==> src/rtl/din_stream_tx.sv <==
// din_stream_tx
//   Buffers words written by a local producer in a DEPTH-entry circular
//   buffer and sends them out on a valid/busy stream interface, in write
//   order. A transfer happens on a rising edge with din_vld=1 and din_busy=0.
//
// Ports
//   clk       single clock, rising edge
//   rst       asynchronous active-high reset
//   wr_en     write request
//   wr_data   write data (DW bits)
//   wr_full   registered buffer-full flag; writes are dropped while high
//   din_vld   transmit data valid (registered FSM state only)
//   din_busy  receiver stall
//   din_data  transmit data (head of buffer; 0 while idle)
//   level     number of held entries, including the presented word
//   tx_count  16-bit wrapping transfer counter (only with the macro below)
//
// Optional feature macro: DIN_STREAM_TX_COUNT_EN adds the tx_count output.
module din_stream_tx #(
   parameter int DEPTH = 8,
   parameter int DW    = 8
) (
   input  logic                   clk,
   input  logic                   rst,
   input  logic                   wr_en,
   input  logic [DW-1:0]          wr_data,
   output logic                   wr_full,
   output logic                   din_vld,
   input  logic                   din_busy,
   output logic [DW-1:0]          din_data,
   output logic [$clog2(DEPTH):0] level
`ifdef DIN_STREAM_TX_COUNT_EN
   ,
   output logic [15:0]            tx_count
`endif
);

   localparam int AW = $clog2(DEPTH);
   localparam logic [AW:0]   LVL_ONE  = (AW+1)'(1);
   localparam logic [AW:0]   LVL_FULL = (AW+1)'(DEPTH);
   localparam logic [AW-1:0] PTR_ONE  = AW'(1);

   typedef enum logic {IDLE, SEND} state_t;

   state_t        state;
   state_t        state_next;
   logic [AW-1:0] rd_ptr;
   logic [AW-1:0] wr_ptr;
   logic [AW:0]   level_next;
   logic          wr_acc;
   logic          xfer;
   logic [DW-1:0] mem [DEPTH];

   // wr_full is registered, so a write arriving in a full cycle is dropped
   // even if a transfer frees an entry on the same edge.
   assign wr_acc = wr_en & ~wr_full;
   assign xfer   = din_vld & ~din_busy;

   always_comb begin
      level_next = level;
      if (wr_acc && !xfer)
         level_next = level + LVL_ONE;
      else if (!wr_acc && xfer)
         level_next = level - LVL_ONE;
   end

   // Next-state and outputs. din_vld comes from the state register only,
   // so it has no combinational path from din_busy.
   always_comb begin
      state_next = state;
      din_vld    = 1'b0;
      din_data   = '0;
      case (state)
         IDLE: begin
            if (level_next != '0)
               state_next = SEND;
         end
         SEND: begin
            din_vld  = 1'b1;
            din_data = mem[rd_ptr];
            if (xfer && level_next == '0)
               state_next = IDLE;
         end
         default: state_next = IDLE;
      endcase
   end

   always_ff @(posedge clk or posedge rst) begin
      if (rst) begin
         state   <= IDLE;
         rd_ptr  <= '0;
         wr_ptr  <= '0;
         level   <= '0;
         wr_full <= 1'b0;
      end else begin
         state   <= state_next;
         level   <= level_next;
         wr_full <= (level_next == LVL_FULL);
         if (wr_acc)
            wr_ptr <= wr_ptr + PTR_ONE;
         if (xfer)
            rd_ptr <= rd_ptr + PTR_ONE;
      end
   end

   // Storage is not reset; pointers and level decide what is visible.
   always_ff @(posedge clk) begin
      if (wr_acc)
         mem[wr_ptr] <= wr_data;
   end

`ifdef DIN_STREAM_TX_COUNT_EN
   always_ff @(posedge clk or posedge rst) begin
      if (rst)
         tx_count <= '0;
      else if (xfer)
         tx_count <= tx_count + 16'd1;
   end
`endif

endmodule

==> config.mk <==
export PLATFORM = sky130hd
export DESIGN_NAME = din_stream_tx
export DESIGN_NICKNAME = d
export VERILOG_FILES = /design/src/rtl/din_stream_tx.sv
export SDC_FILE = /design/constraint.sdc
export NUM_CORES = 1
export LEC_CHECK = 0
export CAP_MARGIN = 10
export CORE_ASPECT_RATIO = 0.6
export CORE_MARGIN = 3
export CORE_UTILIZATION = 30
export DETAILED_ROUTE_END_ITERATION = 10
export DONT_BUFFER_PORTS = 1
export PLACE_DENSITY = 0.53
export SYNTH_ARGS = -nofsm -noshare
export SYNTH_HDL_FRONTEND = slang
export SYNTH_SLANG_ARGS = --single-unit
==> constraint.sdc <==
create_clock -name clk -period 5.2 [get_ports clk]
set_input_delay 1.04 -clock clk [delete_from_list [all_inputs] [get_ports clk]]
set_output_delay 1.04 -clock clk [all_outputs]
set_load 0.05 [all_outputs]
# Yosys cells after proc, flatten, opt, wreduce, memory -nomap -nowiden
# Memory sizes are Yosys's and may differ from the RTL's.
# Index checks and enable logic that the tools add are counted.
word_totals:
  reg_bits: 12
  mem_bits_rw: 64
  input_bits: 12
  out_inout_bits: 14
  wordCells: 32
  n_memories: 1
memory_table:
  columns: ["memory", "words", "width", "rd", "rd_clocked_by_memory_dff", "write_ports", "line_no", "rtl"]
  rows:
  - ["mem", 8, 8, 1, 0, 1, "52", "logic [DW-1:0] mem [DEPTH];"]
classes:
  add_sub_neg: 4
  eq_ne: 1
  muxes: 9
  bitwise: 5
  n_reduce_logical: 7
ops:
  columns: ["operator", "count"]
  rows:
  - ["two-way mux 4 bit", 2]
  - ["two-way mux 8 bit", 1]
  - ["adder 3 x 1 -> 3 bit (second input constant)", 2]
  - ["two-way mux 1 bit", 5]
  - ["adder 4 x 1 -> 4 bit (second input constant)", 1]
  - ["== test 4 bit (second input constant)", 1]
  - ["logical NOT 4 bit", 1]
  - ["nonzero test 4 bit", 1]
  - ["subtractor 4 x 1 -> 4 bit (second input constant)", 1]
  - ["logical AND 1 bit", 3]
  - ["inverter 1 bit", 3]
  - ["AND 1 bit", 2]
  - ["logical NOT 1 bit", 2]
  - ["one-hot mux 1 bit (2 select lines)", 1]

# Logic depth before layout (Yosys ltp)
logic_depth:
  ltp_word: 10
  ltp_mapped: 6
  ltp_nobuf: 6

# Worst setup path before layout
# No wires, ideal clock.
synth_timing:
  kind: "register -> output"
  start: "register rd_ptr[0]"
  end: "output port din_data[6]"
  t_arrival_ns: 1.834
  t_required_ns: 4.160
  slack_ns: 2.326
  stages_incl_launch_ff: 6
  n_path_buf: 2
  path_cell_list: "dfrtp_1 -> buf_4 -> buf_4 -> mux4_2 -> mux2i_1 -> nor2b_1"
synth_between:
  elab_chain_cells: 2
synth_rtl:
  columns: ["item", "line_no", "rtl"]
  rows:
  - ["from (decl)", "47", "logic [AW-1:0] rd_ptr;"]
  - ["from (signal assigned)", "102", "rd_ptr <= rd_ptr + PTR_ONE;"]
  - ["memory (8 x 8 bit)", null, null]
  - ["two-way mux 8 bit", "73", "case (state)"]
  - ["to (decl)", "30", "output logic [DW-1:0] din_data,"]
# No other way between the ends.

# Worst setup path after layout
layout_timing:
  start: "register rd_ptr[0]"
  end: "output port din_data[3]"
# The elaborated chain is that of the path after synthesis.

==> reports/metrics.sh <==
CTS_TREE='done'
MIN_PATH_TYPE='reg -> reg'
SETUP.WORST_PATH.END_CLASS='primary output'
R2R_SETUP_SLACK_NS=2.75
DIE-WIDTH_UM=139
CELLPOWERDENSITY_nW_PER_UM2=628
SYNTH.YOSYS.WARNINGS=0
DRC_ERRORS=0
DIE_Y_UM=86.0
DRT_FIRST_ITER_VIOLATIONS=91
CTSRESIZECOUNT=0
SEQ_AREA_FRAC_SYNTH=0.695
SHARE_CLK_OF_TOTAL_POWER=0.266
P_INT_mW=1.40
ANTENNA_FOUND_INITIAL=0
GRT.TOTAL_USAGE=0.110
CTSHTREEMAXLEVEL=3
COMBINATIONALPOWERSHARE=0.292
NETSWITCHINGPOWER_uW=864
SYNTH_MOST_COMMON_CELL='sky130_fd_sc_hd__edfxtp_1'
NUMCTSBUFFERS=9
TIMING.HOLD.WORST.START='wr_ptr[0]'
START_KIND='flop'
MAXCLOCKFREQUENCY_MHz=271
SYNTH_TOP_CELL_BY_AREA='sky130_fd_sc_hd__edfxtp_1'
POST_SYNTHESIS_ASYNC_SET_OR_RESET_FLOP_SHARE=0.158
SYNTH_ENABLE_FLOP_CELLS=64
MIN_PERIOD_NS=3.70
HOLD_VIOL=0
IR_DROP_uV=213
RSZ0062_AT_GRT='no'
OVERFLOW=0
FIN_NETS=203
CORE_AREA_UM2=10100
AREA_GROWTH_SYN_TO_LAYOUT_PCT=12.8
ROOT_BUFFER='sky130_fd_sc_hd__clkbuf_16'
ROUTED_WL_UM=5830
POSTSYNTH.TOPFLOPCELL='sky130_fd_sc_hd__edfxtp_1'
SYNTH_AREA_UM2=3200
P_LEAK_nW=1.20
GP_CONGESTION=0.691
POWER_FRAC_SEQ=0.442
OUTCOME='complete, no violations'
DIE_AREA_UM2=12000
FIRST_GLOBAL_VIAS=1590
FINALNONFILLERCELLS=327
POST_SYNTH_NUM_CELL_TYPES=34
TIGHTESTPINTRANSITION_NS=1.12
SHARE_OF_POST_ROUTE_CELLS_WITH_DRIVE_STRENGTH_ABOVE_1=0.193
CTS_SINKS=76
IO_PINS=26
YOSYS-TOP-CELLS-AREA='sky130_fd_sc_hd__edfxtp_1 (60%), sky130_fd_sc_hd__mux4_2 (11%), sky130_fd_sc_hd__dfrtp_1 (9.4%)'
CAP_VIOL_MAX_COUNT=0
DRT_PASS1_ITERATIONS=4
ANTENNA_CELLS=0
CRIT-REG2REG-LAUNCH='wr_full'
TIMING.CRITICAL_PATH.FROM='rd_ptr[0]'
PLACED_CELLS_INCL_TAPS=311
AVGSYNTHCELLAREA_UM2=17.4
CP_DATA_ARRIVAL_TIME_NS=2.66
DRT-WIRELENGTH-PER-CELL_UM=17.8
MAPPEDNETLISTNETS=200
YOSYS-TOP-CELLS-COUNT='sky130_fd_sc_hd__edfxtp_1 (64), sky130_fd_sc_hd__mux4_2 (16), sky130_fd_sc_hd__nand2_1 (14)'
HOLD_BUFFERS=0
GRT_PASS1_WL_UM=9540
DETAILROUTE.VIA_COUNT=1497
VIAS_PER_CELL=4.58
NUM_ROWS=28
PERIOD_SHARE=0.711
CTS_BUFFER_DEPTH=2
CRITICAL_PATH.MAX_FANOUT=18
CLOCK_SKEW_NS=0.00540
SETUP_TNS_NS=0
RELSLEWSLACK=0.253
WORSTSETUPPATHTYPE='reg -> out'
POSTROUTEANTENNANETS=0
NUMBER_OF_PORT_BUFFERS=0
POSTSYNTHCELLCOUNT=184
START_UTIL=0.316
FINALSETUPVIOLCOUNT=0
MAXSLEWVIOLCOUNT=0
GRT_START_MAX_NET_PINS=19
SYNTHDOMINANTCELLAREASHARE=0.601
DETAILED_PLACE_HPWL_UM=3880
CLK_PIN_SLEW_NS=0.06
SWITCHING_FRACTION_OF_TOTAL_POWER=0.381
INSERTION_DELAY_NS=0.33
CTS_SETUP_BUFFERS=0
YS_SEQ_ELEMENTS=76
WORSTPATHREQUIRED_NS=4.16
power groups by stage:
stage          registers (mW)  clock network [mW]  logic (mW)
2_1_floorplan           0.906                   0       0.674
4_1_cts                  1.01               0.618       0.673
6_report                 1.00               0.603       0.661
5_1_grt                  1.03               0.651       0.720
3_3_place_gp             1.02                   0       0.665
3_5_place_dp             1.02                   0       0.671
layout make-up:
| cell class | instances | area [um2] |
|---|---|---|
| Fill cell | 934 | 6520 |
| Sequential cell | 76 | 2220 |
| Multi-Input combinational cell | 94 | 895 |
| Clock buffer | 11 | 233 |
| Tap cell | 135 | 169 |
| Clock inverter | 5 | 61.3 |
| Inverter | 5 | 18.8 |
| Timing Repair Buffer | 1 | 7.51 |
per-layer routing:
metal  vias to the layer above  global-route usage  routed length [um]  share of wire
met3                         5              0.0635                 539          0.092
met2                        38               0.149                2410           0.41
met5                         -                   0                   0              0
met1                       740               0.150                2840           0.49
met4                         0              0.0266                  38         0.0065
li1                        714                   -                   -              -
sequential cells by signal, summed over array words and instances, names as in the netlist:
name	count
mem	64
level	4
rd_ptr	3
wr_ptr	3
state	1
wr_full	1
worst max-delay path, cell delays in order, from the launching register on:
cell,delay [ns]
sky130_fd_sc_hd__dfrtp_1,1.08
sky130_fd_sc_hd__mux4_2,0.39
sky130_fd_sc_hd__mux2i_1,0.09
sky130_fd_sc_hd__nor2b_1,0.76
cell families (layout without fill, tap and decap cells):
| family | count (synthesis) | in the layout | synth area share |
|---|---|---|---|
| compound gates | 9 | 9 | 0.0207 |
| xor+xnor | 5 | 5 | 0.0137 |
| fa+ha+maj | 4 | 4 | 0.0157 |
| buf+inv | 14 | 22 | 0.0266 |
| flops | 76 | 76 | 0.695 |
| mux | 24 | 24 | 0.138 |
| simple gates | 52 | 52 | 0.0904 |
path summary, 6_finish.rpt:
kind                                to  cells after the start
setup / recovery           din_data[3]                      3
hold / removal               wr_ptr[0]                      2
setup reg to reg             mem[1][4]                      4
hold reg to reg              wr_ptr[0]                      2
max in group asynchronous    wr_ptr[1]                      1
min in group asynchronous     level[2]                      1
cells in the final DEF, fill, tap and decap left out, types with 2 or more instances in the layout:
master | netlist | layout
sky130_fd_sc_hd__ha_1 | 4 | 4
sky130_fd_sc_hd__nor3_1 | 4 | 3
sky130_fd_sc_hd__clkbuf_1 | 2 | 2
sky130_fd_sc_hd__xnor2_1 | 5 | 5
sky130_fd_sc_hd__nor4_1 | 2 | 2
sky130_fd_sc_hd__nand2_1 | 14 | 14
sky130_fd_sc_hd__mux4_2 | 16 | 16
sky130_fd_sc_hd__dfrtp_1 | 12 | 12
sky130_fd_sc_hd__clkbuf_16 | 0 | 9
sky130_fd_sc_hd__inv_1 | 5 | 5
sky130_fd_sc_hd__edfxtp_1 | 64 | 64
sky130_fd_sc_hd__clkinvlp_4 | 0 | 3
sky130_fd_sc_hd__or4_1 | 2 | 2
sky130_fd_sc_hd__nor2_1 | 9 | 9
sky130_fd_sc_hd__mux2i_1 | 8 | 8
sky130_fd_sc_hd__nand2b_1 | 4 | 4
sky130_fd_sc_hd__nor3_2 | 1 | 2
sky130_fd_sc_hd__o211ai_1 | 3 | 3
sky130_fd_sc_hd__nor2b_1 | 8 | 8
through the flow:
step	utilization	cell area, um2	hold slack [ns]	power (mW)	setup slack, ns
floorplan	-	3200	0.485	1.58	2.33
global placement	0.327	3310	0.523	1.69	1.79
detailed placement	0.327	3310	0.529	1.69	1.77
CTS	0.356	3610	0.546	2.30	1.41
global route	0.356	3610	0.600	2.40	1.29
finish	0.356	3610	0.543	2.27	1.50
No activity file was read; power rests on OpenSTA's default activity.
